<file path="src/rtl/char_map_ctrl.sv">
// Character-code map for the text overlay: 1-cycle registered lookups for the
// renderer, plus single-cell writes and whole-map clears committed in vblank.
//
// Ports:
//   clk        pixel clock
//   rst        synchronous reset, active-high
//   vblnk      vertical blank; gates the start of writes/clears
//   char_xy    renderer lookup address (col + COLS*row)
//   char_code  registered code at char_xy (CLEAR_CODE when out of range)
//   wr_req     cell write request, held until wr_ack
//   wr_addr    cell address for the write
//   wr_code    code to write
//   wr_ack     1-cycle pulse when the write is done
//   clr_req    map clear request, held until clr_ack
//   clr_ack    1-cycle pulse when the clear sweep is done
//   busy       high while a clear sweep (power-up or requested) runs
module char_map_ctrl #(
    parameter int unsigned       COLS       = 8,
    parameter int unsigned       ROWS       = 16,
    parameter int unsigned       CODE_W     = 6,
    parameter logic [CODE_W-1:0] CLEAR_CODE = '0,
    parameter bit                SYNC_BLANK = 1'b1
) (
    input  logic              clk,
    input  logic              rst,
    input  logic              vblnk,
    input  logic [7:0]        char_xy,
    output logic [CODE_W-1:0] char_code,
    input  logic              wr_req,
    input  logic [7:0]        wr_addr,
    input  logic [CODE_W-1:0] wr_code,
    output logic              wr_ack,
    input  logic              clr_req,
    output logic              clr_ack,
    output logic              busy
);

    localparam int unsigned DEPTH = COLS * ROWS;
    localparam int unsigned AW    = (DEPTH > 1) ? $clog2(DEPTH) : 1;
    localparam logic [AW-1:0] LAST = AW'(DEPTH - 1);

    typedef enum logic [2:0] {
        INIT_CLR,
        IDLE,
        WR_ACK,
        CLR,
        CLR_ACK
    } state_t;

    state_t            state_q, state_d;
    logic [AW-1:0]     addr_q, addr_d;
    logic [CODE_W-1:0] mem_q [DEPTH];
    logic [CODE_W-1:0] char_code_q;
    logic              wr_ack_q, clr_ack_q, busy_q;

    logic              gate;
    logic              rd_in_rng;
    logic              wr_in_rng;
    logic              mem_we;
    logic [AW-1:0]     mem_waddr;
    logic [CODE_W-1:0] mem_wdata;

    assign gate      = vblnk | !SYNC_BLANK;
    assign rd_in_rng = {1'b0, char_xy} < 9'(DEPTH);
    assign wr_in_rng = {1'b0, wr_addr} < 9'(DEPTH);

    always_comb begin
        state_d   = state_q;
        addr_d    = addr_q;
        mem_we    = 1'b0;
        mem_waddr = addr_q;
        mem_wdata = CLEAR_CODE;
        unique case (state_q)
            INIT_CLR, CLR: begin
                // Sweep runs to completion regardless of gate or requests.
                mem_we = 1'b1;
                addr_d = addr_q + 1'b1;
                if (addr_q == LAST) begin
                    addr_d  = '0;
                    state_d = (state_q == CLR) ? CLR_ACK : IDLE;
                end
            end
            IDLE: begin
                // Clear outranks a simultaneous write; the write waits.
                if (clr_req && gate) begin
                    addr_d  = '0;
                    state_d = CLR;
                end else if (wr_req && gate) begin
                    mem_we    = wr_in_rng;
                    mem_waddr = wr_addr[AW-1:0];
                    mem_wdata = wr_code;
                    state_d   = WR_ACK;
                end
            end
            WR_ACK, CLR_ACK: state_d = IDLE;
            default:         state_d = INIT_CLR;
        endcase
    end

    always_ff @(posedge clk) begin
        if (rst) begin
            state_q   <= INIT_CLR;
            addr_q    <= '0;
            wr_ack_q  <= 1'b0;
            clr_ack_q <= 1'b0;
            busy_q    <= 1'b1;
        end else begin
            state_q   <= state_d;
            addr_q    <= addr_d;
            // Flags follow the state they describe, cycle for cycle.
            wr_ack_q  <= (state_d == WR_ACK);
            clr_ack_q <= (state_d == CLR_ACK);
            busy_q    <= (state_d == INIT_CLR) || (state_d == CLR);
        end
    end

    always_ff @(posedge clk) begin
        if (mem_we && !rst) begin
            mem_q[mem_waddr] <= mem_wdata;
        end
    end

    // Non-blocking read of mem_q gives the old value on a same-cycle write.
    always_ff @(posedge clk) begin
        if (rst) begin
            char_code_q <= '0;
        end else if (rd_in_rng) begin
            char_code_q <= mem_q[char_xy[AW-1:0]];
        end else begin
            char_code_q <= CLEAR_CODE;
        end
    end

    assign char_code = char_code_q;
    assign wr_ack    = wr_ack_q;
    assign clr_ack   = clr_ack_q;
    assign busy      = busy_q;

endmodule
</file>
<file path="config.mk">
export PLATFORM = sky130hd
export DESIGN_NAME = char_map_ctrl
export DESIGN_NICKNAME = d
export VERILOG_FILES = /design/src/rtl/char_map_ctrl.sv
export SDC_FILE = /design/constraint.sdc
export NUM_CORES = 1
export LEC_CHECK = 0
export BUFFER_PORTS_ARGS = -buffer_cell sky130_fd_sc_hd__buf_2
export CORE_MARGIN = 3
export CORE_UTILIZATION = 45
export DETAILED_ROUTE_END_ITERATION = 8
export PLACE_DENSITY = 0.59
export RECOVER_POWER = 50
export SLEW_MARGIN = 10
export SYNTH_ARGS = -nofsm -noshare
export SYNTH_HDL_FRONTEND = slang
export SYNTH_SLANG_ARGS = --single-unit
</file>
<file path="constraint.sdc">
create_clock -name clk -period 8.4 [get_ports clk]
set_input_delay 0.84 -clock clk [delete_from_list [all_inputs] [get_ports clk]]
set_output_delay 0.84 -clock clk [all_outputs]
set_load 0.01 [all_outputs]
</file>
==> flow_summary.yaml, run 1 <==
run_status:
  status: "finished with violations"
  violations: "capacitance limit, slew limit"
worst_hold_path:
  min_from: "rst"
  hold_depth: 2
  hold_class: "in2reg"
clock_tree:
  cts_buffers: 82
  insertion_delay_ns: 0.63
  cts_max_level: 3
  cts_tree: "done"
  cts_setup_buffers: 0
  cts.repair.resized: 0
  clk_pin_slew_ns: 0.06
  root_buffer: "clkbuf_16"
  cts_hold_repair.buffers: 0
  clk_path_buf_depth: 3
  clkSinkCount: 787
logic_synthesis:
  synth_fp_nets: 1699
  yosys_register_bits: 787
  syn_area_um2: 31430
  yosysWarnings: 0
  syn-instance-count: 1671
  synth.yosys.seq_area_share_pct: 74.59
  ys.flop_type: "edfxtp_1"
  synthDistinctLibCells: 64
  synth_edf_count: 768
  avgSynthCellArea_um2: 18.81
  synthArstFlopShare_pct: 0
final_layout:
  layout_common_cells: "edfxtp_1 (768), nor2_1 (148), mux4_2 (138)"
  area_growth_pct: 11.26
  final_common_cell: "edfxtp_1"
  drive_above_1_share_pct: 19.18
  layout.nets: 1748
  diodes: 0
timing:
  slew_headroom_pct: -131.1
  setup-tns-final_ns: 0
  fin_crit_ns: 5.606
  rsz0062_at_grt: "no"
  final_max_slew_viol_count: 417
  tightest_slew_ns: 3.466
  timing.final.crit_share_pct: 66.74
  skew_ns: 0.02818
  holdWs_ns: 0.4825
  final_hold_viol_count: 0
  setup_viol: 0
  timing.fmax_ghz: 0.1784
floorplan:
  die_w_um: 270.3
  initial_core_util_pct: 45.58
  die-area_um2: 73040
  core_um2: 68950
  die_y_um: 270.3
  io_pins: 36
  rows: 96
grt:
  antenna_found_initial: 2
  grt_max_degree: 107
  grt_remaining_overflow: 0
  grt_pass1_vias: 16000
  grt_usage_pct: 19.79
  grt_pass1_wl_mm: 107.0
flow_run:
  drv_cap: 7
worst_setup_path:
  crit_buf_inv: 1
  end_kind: "flip-flop"
  cp_slowest_cell: "and2_0"
  regToRegSetupSlack_ns: 2.79
  critPathArrivalTime_ns: 5.74
  crit_type: "reg2reg"
  cp_slowest_stage_delay_ns: 1.89
  worstSetupStartpointType: "flip-flop"
  reg2reg_depth: 4
  crit_family: "simple AND/OR/NAND/NOR gates"
  reg2reg_from: "state_q[1]$_SDFF_PP0_"
  cp_data_required_time_ns: 8.54
  cp.depth: 4
  crit_chain: "nand2b_2 -> nor3_1 -> and2_0 -> clkbuf_2"
  critPathLaunch: "state_q[1]$_SDFF_PP0_"
  cp_max_fo: 87
route:
  drc_errors: 0
  drtPass1Iterations: 5
  num_vias: 15860
  ant_nets: 0
  routed_wl_mm: 72.21
  drt-initial-drc-count: 1639
  vias_per_cell: 5.833
  wl_per_cell_um: 26.56
power_and_ir_drop:
  peakVddDrop_mv: 0.1443
  p_leak_nw: 12.18
  power_density_nw_per_um2: 230.4
  power_mw: 8.057
placed_design:
  port_buffers: 35
  gp_congestion: 0.8168
  hpwl_mm: 43.53
==> logic make-up (layout without fill, tap and decap cells) <==
group	Yosys count	after routing	share of synthesized area, %
compound gates	187	187	4.196
simple gates	330	330	5.454
flops	787	787	74.59
xor+xnor	2	2	0.05575
mux	261	261	13.83
fa+ha+maj	1	1	0.03981
buf+inv	103	220	1.828
==> final timing paths <==
path                                                end
worst max-delay path            mem_q[111][4]$_DFFE_PP_
worst min-delay path             addr_q[4]$_SDFFE_PP0P_
worst max register to register  mem_q[111][4]$_DFFE_PP_
worst min register to register   addr_q[4]$_SDFFE_PP0P_
==> cells in the mapped netlist (3+ instances only) <==
cell | count | area share, %
nor2_1 | 142 | 1.7
nor3_1 | 4 | 0.064
buf_4 | 25 | 0.60
a31oi_1 | 4 | 0.080
nor4b_1 | 3 | 0.084
nand2_4 | 5 | 0.18
nor3b_1 | 3 | 0.072
nand3b_1 | 4 | 0.096
a211oi_1 | 8 | 0.19
nor2b_1 | 9 | 0.18
inv_1 | 7 | 0.084
or3_4 | 3 | 0.11
mux2i_1 | 117 | 3.7
dfxtp_1 | 19 | 1.2
buf_6 | 7 | 0.25
nand3_4 | 3 | 0.17
o21ai_0 | 24 | 0.38
edfxtp_1 | 768 | 73
o22ai_1 | 6 | 0.12
or3_1 | 4 | 0.080
and2_1 | 12 | 0.24
buf_1 | 8 | 0.096
nand2_2 | 7 | 0.14
o211ai_1 | 7 | 0.17
mux4_2 | 138 | 9.9
nand2b_4 | 4 | 0.18
o21ai_2 | 5 | 0.14
mux2_2 | 6 | 0.21
nor2_2 | 7 | 0.14
clkbuf_1 | 35 | 0.42
a22oi_1 | 80 | 1.9
nand4_1 | 25 | 0.50
buf_2 | 20 | 0.32
nand2b_2 | 4 | 0.11
a21oi_1 | 37 | 0.59
nand2b_1 | 6 | 0.12
nand2_1 | 48 | 0.57
nand3_1 | 26 | 0.41
==> power by group <==
part           leakage [nW]  internal [mW]  total, mW  switching [mW]
sequential             8.26           4.25       4.26         0.00718
combinational          2.63          0.106      0.278           0.171
clock                  1.29           2.06       3.52            1.47
total                  12.2           6.41       8.06            1.64
==> worst reg2reg max path: stages, from the launching register on <==
cell      delay [ns]
dfxtp_1         0.38
nand2b_2        0.22
nor3_1          0.88
and2_0          1.90
clkbuf_2        1.69
==> state kept, by name, summed over array words and instances, names as in the netlist <==
| name | count |
|---|---|
| clr_ack | 1 |
| busy | 1 |
| char_code | 6 |
| state_q | 3 |
| wr_ack | 1 |
| mem_q | 768 |
| addr_q | 7 |
==> area by class of cell <==
type,instances,area (um^2)
Clock buffer,112,2270
Inverter,7,26.28
Multi-Input combinational cell,781,7342
Sequential cell,787,23440
Tap cell,931,1165
Timing Repair Buffer,61,367.9
Clock inverter,40,351.6
Fill cell,5650,33980
==> stage by stage <==
stage / setup slack, ns / instance area [um^2] / instances / utilization, %
final: 2.794 / 34960 / 2719 / 50.71
after global routing: 2.418 / 34960 / 2719 / 50.71
after CTS: 4.735 / 35060 / 2718 / 50.85
after detailed placement: 4.062 / 32440 / 2566 / 47.05
after global placement: 4.154 / 32440 / 2566 / 47.05
after floorplan: 4.597 / 31430 / 1671 / -
==> metal layers <==
| metal | vias up | GRT usage, % | wire, um | share of wire (%) |
|---|---|---|---|---|
| met2 | 604 | 30.37 | 33710 | 47 |
| met5 | - | 0 | 13 | 0.018 |
| met4 | 2 | 5.693 | 1573 | 2.2 |
| met3 | 92 | 3.162 | 4695 | 6.5 |
| li1 | 6890 | - | - | - |
| met1 | 8271 | 29.59 | 32220 | 45 |
Note: power is estimated with default switching activity, not from simulation.
==> run 2: changes to the inputs <==
==> constraint.sdc (replaced) <==
create_clock -name clk -period 5.5 [get_ports clk]
set_input_delay 0.55 -clock clk [delete_from_list [all_inputs] [get_ports clk]]
set_output_delay 0.55 -clock clk [all_outputs]
set_load 0.01 [all_outputs]
==> run 2 against run 1 <==
The flow still finishes with violations (capacitance limit, slew limit). Routed wire length up 1.5%. Highest routed layer is now met4. Critical endpoint is now mem_q[111][3]$_DFFE_PP_. Critical path type unchanged. Hold slack worse by 0.27 ns. Sequential share of layout area up 0.089 points. Utilization down 0.067 points. First-iteration DRC count up 8.4%.
==> flow_summary.yaml, run 2 (synthesis results as in run 1) <==
clock_tree:
  cts_max_level: 3
  root_buffer: "clkbuf_16"
  cts_hold_repair.buffers: 0
  cts_buffers: 82
  cts.repair.resized: 0
  cts_setup_buffers: 0
  insertion_delay_ns: 0.62
  clkSinkCount: 787
  clk_path_buf_depth: 3
  cts_tree: "done"
  clk_pin_slew_ns: 0.05
timing:
  slew_headroom_pct: -5.451
  final_max_slew_viol_count: 129
  timing.final.crit_share_pct: 76.92
  holdWs_ns: 0.2098
  tightest_slew_ns: 1.582
  final_hold_viol_count: 0
  timing.fmax_ghz: 0.2364
  setup_viol: 0
  rsz0062_at_grt: "no"
  setup-tns-final_ns: 0
  fin_crit_ns: 4.231
  skew_ns: 0.01883
run_status:
  violations: "capacitance limit, slew limit"
  status: "finished with violations"
worst_hold_path:
  hold_depth: 2
  hold_class: "in2reg"
  min_to: "addr_q[4]$_SDFFE_PP0P_"
  min_from: "rst"
worst_setup_path:
  critPathArrivalTime_ns: 4.46
  rr_endpoint: "mem_q[111][3]$_DFFE_PP_"
  cp_data_required_time_ns: 5.73
  reg2reg_from: "state_q[1]$_SDFF_PP0_"
  regToRegSetupSlack_ns: 1.27
  cp_max_fo: 22
  worstSetupStartpointType: "flip-flop"
  end_kind: "flip-flop"
  crit_chain: "nand2b_2 -> nor3_1 -> buf_4 -> nand3b_1 -> o21ai_0 -> nand2_1 -> nor2_1"
  crit_buf_inv: 1
  cp_slowest_stage_delay_ns: 1.05
  crit_family: "simple AND/OR/NAND/NOR gates"
  reg2reg_depth: 7
  crit_type: "reg2reg"
  cp_slowest_cell: "nor3_1"
placed_design:
  dp_cells: 2567
  hpwl_mm: 44.27
  port_buffers: 35
  gp_congestion: 0.8556
  post_dp_cell_area_um2: 32570
final_layout:
  drive_above_1_share_pct: 18.91
  final_common_cell: "edfxtp_1"
  layout_common_cells: "edfxtp_1 (768), nor2_1 (147), mux4_2 (138)"
  area_growth_pct: 11.11
  layout.nets: 1748
  diodes: 0
  largest_reg_flops: 768
  instances_no_fill: 2713
  fillers: 5615
  top_register: "mem_q"
  design_area_um2: 34920
floorplan:
  rows: 96
  core_um2: 68950
  io_pins: 36
  die_y_um: 270.3
  initial_core_util_pct: 45.58
  die-area_um2: 73040
  die_w_um: 270.3
grt:
  grt_pass1_wl_mm: 108.5
  grt_usage_pct: 20.06
  grt_max_degree: 129
  antenna_found_initial: 2
  grt_pass1_vias: 16160
  grt_remaining_overflow: 0
route:
  ant_nets: 0
  num_vias: 15900
  wl_per_cell_um: 27.01
  drt-initial-drc-count: 1777
  drc_errors: 0
  drtPass1Iterations: 5
  vias_per_cell: 5.860
  routed_wl_mm: 73.28
flow_run:
  drv_cap: 1
power_and_ir_drop:
  power_mw: 12.04
  power_density_nw_per_um2: 344.9
  p_leak_nw: 12.13
  peakVddDrop_mv: 0.2293
[run 2: stage by stage]
stage | util, % | worst slack, ns
2_1_floorplan | - | 1.987
6_report | 50.65 | 1.269
3_5_place_dp | 47.24 | 1.864
4_1_cts | 50.78 | 2.203
5_1_grt | 50.65 | 0.9979
3_3_place_gp | 47.24 | 1.857
[run 2: area by class of cell]
cell class / count / area (um^2) / share of cell area [%]
clock buffer: 112 / 2196 / 6.289
clock inverter: 34 / 245.2 / 0.7023
inverter: 7 / 26.28 / 0.07525
multi-input combinational: 781 / 7363 / 21.09
sequential: 787 / 23440 / 67.13
tap: 931 / 1165 / 3.336
timing repair buffer: 61 / 480.5 / 1.376
[run 2: worst reg2reg max path, stage by stage, from the launching register on]
cell and delay, ns:
dfxtp_1 0.37, nand2b_2 0.23, nor3_1 1.05, buf_4 0.46, nand3b_1 0.11, o21ai_0 0.38, nand2_1 0.47, nor2_1 0.78
[run 2: worst max-delay path by stage]
stage                           from                      end  cells after the start
6_report       state_q[1]$_SDFF_PP0_  mem_q[111][3]$_DFFE_PP_                      7
5_1_grt        state_q[1]$_SDFF_PP0_  mem_q[111][4]$_DFFE_PP_                      7
4_1_cts        state_q[0]$_SDFF_PP0_  mem_q[112][1]$_DFFE_PP_                      7
3_5_place_dp                 clr_req   mem_q[12][1]$_DFFE_PP_                      6
3_3_place_gp              char_xy[0]  char_code[4]$_SDFF_PP0_                      7
2_1_floorplan                clr_req    mem_q[0][0]$_DFFE_PP_                      4
[run 2: power breakdown]
part / internal [mW] / switching [mW] / leakage [nW]
Clock: 2.89 / 2.21 / 1.19
Sequential: 6.49 / 0.0149 / 8.26
Combinational: 0.167 / 0.262 / 2.68
Total: 9.55 / 2.49 / 12.1
[run 2: metal layers]
layer | GRT usage, % | share of wire, % | up-vias
li1 | - | - | 6894
met5 | 0 | 0 | -
met3 | 3.509 | 6.4 | 114
met1 | 28.96 | 43 | 8357
met2 | 31.72 | 48 | 534
met4 | 5.650 | 2.6 | 0
==> run 3: changes to the inputs <==
==> constraint.sdc (replaced) <==
create_clock -name clk -period 3.9 [get_ports clk]
set_input_delay 0.39 -clock clk [delete_from_list [all_inputs] [get_ports clk]]
set_output_delay 0.39 -clock clk [all_outputs]
set_load 0.01 [all_outputs]
==> run 3 against run 2 <==
The run still ends with capacitance limit, slew limit left. First-iteration DRC count shrank 7.8%. Flip-flop and latch count unchanged. Hold slack got worse by 0.16 ns. Count of clock-buffer cells in the layout decreased by 12. Via count decreased by 0.14%. Power rose by 45%. Worst setup slack got worse by 0.74 ns. Routed wire length fell by 0.42%. Sequential power up 41%. Non-clock buffer count up 36. Critical path type unchanged. Critical endpoint is now mem_q[20][3]$_DFFE_PP_.
==> flow_summary.yaml, run 3 (synthesis results as in run 1) <==
route:
  routed_wl_mm: 72.98
  wl_per_cell_um: 26.56
  drc_errors: 0
  ant_nets: 0
  num_vias: 15880
  drtPass1Iterations: 5
  drt-initial-drc-count: 1638
  vias_per_cell: 5.778
grt:
  antenna_found_initial: 0
  grt_pass1_wl_mm: 107.3
  grt_remaining_overflow: 0
  grt_pass1_vias: 16030
  grt_usage_pct: 20.06
  grt_max_degree: 63
worst_setup_path:
  regToRegSetupSlack_ns: 0.53
  cp_data_required_time_ns: 3.99
  reg2reg_from: "state_q[1]$_SDFF_PP0_"
  rr_endpoint: "mem_q[20][3]$_DFFE_PP_"
  cp_max_fo: 48
  crit_type: "reg2reg"
  reg2reg_depth: 3
  critPathArrivalTime_ns: 3.45
  end_kind: "flip-flop"
  worstSetupStartpointType: "flip-flop"
placed_design:
  port_buffers: 35
  gp_congestion: 0.8667
  hpwl_mm: 45.90
clock_tree:
  clk_path_buf_depth: 3
  cts.repair.resized: 0
  cts_buffers: 79
  clkSinkCount: 787
  cts_tree: "done"
  cts_hold_repair.buffers: 0
  insertion_delay_ns: 0.63
  clk_pin_slew_ns: 0.06
  root_buffer: "clkbuf_16"
  cts_setup_buffers: 0
  cts_max_level: 3
final_layout:
  multi_input_area_um2: 7407
  drive_above_1_share_pct: 21.64
  fin_util_pct: 51.41
  layout_common_cells: "edfxtp_1 (768), nor2_1 (142), mux4_2 (138)"
  fillers: 5575
  top_register: "mem_q"
  layout.area.seq_um2: 23440
  area_growth_pct: 12.79
  largest_reg_flops: 768
  final_common_cell: "edfxtp_1"
  layout.nets: 1781
run_status:
  violations: "capacitance limit, slew limit"
  status: "finished with violations"
floorplan:
  core_um2: 68950
  die_w_um: 270.3
  initial_core_util_pct: 45.58
  die_y_um: 270.3
  rows: 96
  io_pins: 36
  die-area_um2: 73040
timing:
  setup_viol: 0
  final_max_slew_viol_count: 115
  tightest_slew_ns: 2.225
  setup-tns-final_ns: 0
  timing.fmax_ghz: 0.2971
  skew_ns: 0.02505
  final_hold_viol_count: 0
  timing.final.crit_share_pct: 86.32
  fin_crit_ns: 3.366
  slew_headroom_pct: -48.30
  rsz0062_at_grt: "no"
power_and_ir_drop:
  power_density_nw_per_um2: 492.1
  pwr-share-seq_pct: 52.6
  p_leak_nw: 12.41
  combPwrFrac_pct: 3.6
  p_clk_share_pct: 43.8
  swShare_pct: 19.99
  p_sw_mw: 3.487
  p_int_mw: 13.96
  peakVddDrop_mv: 0.3528
flow_run:
  drv_cap: 3
worst_hold_path:
  hold_depth: 2
  min_from: "rst"
  min_to: "addr_q[4]$_SDFFE_PP0P_"
  hold_class: "in2reg"
[run 3: cell types whose count changed in the layout (fill, tap and decap cells not counted), sizes merged]
| cell | change |
|---|---|
| diode | +1 |
| buf | +29 |
| clkinvlp | +1 |
| bufinv | +8 |
| clkbuf | -5 |
| inv | -1 |
| clkinv | +2 |
[run 3: power groups by stage]
stage,Sequential (mW),Combinational [mW],Clock [mW]
5_1_grt,9.17,0.670,8.15
6_report,9.18,0.633,7.63
2_1_floorplan,9.34,0.427,0
4_1_cts,9.17,0.633,7.78
3_5_place_dp,9.35,0.630,0
3_3_place_gp,9.35,0.626,0
[run 3: worst max-delay path by stage]
| stage | slack, ns | start | to | cells after the start |
|---|---|---|---|---|
| after floorplan | 0.55 | clr_req | mem_q[0][0]$_DFFE_PP_ | 4 |
| after CTS | 0.79 | state_q[0]$_SDFF_PP0_ | mem_q[57][4]$_DFFE_PP_ | 7 |
| after global routing | 0.28 | state_q[1]$_SDFF_PP0_ | mem_q[20][3]$_DFFE_PP_ | 3 |
| after detailed placement | 0.58 | clr_req | mem_q[57][0]$_DFFE_PP_ | 8 |
| final | 0.53 | state_q[1]$_SDFF_PP0_ | mem_q[20][3]$_DFFE_PP_ | 3 |
| after global placement | 0.74 | clr_req | mem_q[56][3]$_DFFE_PP_ | 8 |
[run 3: layout make-up]
| type | instances | area share (%) |
|---|---|---|
| flip-flops and latches | 787 | 66.13 |
| multi-input cells | 781 | 20.90 |
| clock buffers | 100 | 6.032 |
| well taps | 931 | 3.286 |
| repair buffers | 97 | 2.224 |
| clock inverters | 44 | 1.345 |
| inverters | 7 | 0.07413 |
| diodes | 1 | 0.007060 |
[run 3: worst max-delay path, stage by stage, from the launching register on]
cell and delay (ns):
dfxtp_1 0.37, nand2b_2 0.24, nor3_4 0.47, and2_1 1.67
[run 3: per-layer routing]
metal / track usage [%] / vias up / part of all wire [%]
met1: 27.97 / 8212 / 43
met5: 0 / - / 0
met3: 5.090 / 127 / 7.6
li1: - / 6935 / -
met4: 5.906 / 0 / 2.6
met2: 31.50 / 603 / 47
[run 3: stage by stage]
step	hold WS (ns)	cells	total power [mW]	cell area (um^2)	setup slack, ns
after global routing	0.03848	2747	17.99	35440	0.2833
after floorplan	0.5336	1671	9.768	31430	0.5467
after detailed placement	0.5919	2603	9.984	32910	0.5846
after CTS	0.01838	2747	17.59	35530	0.7907
final	0.05291	2748	17.44	35450	0.5336
after global placement	0.5681	2603	9.980	32910	0.7403
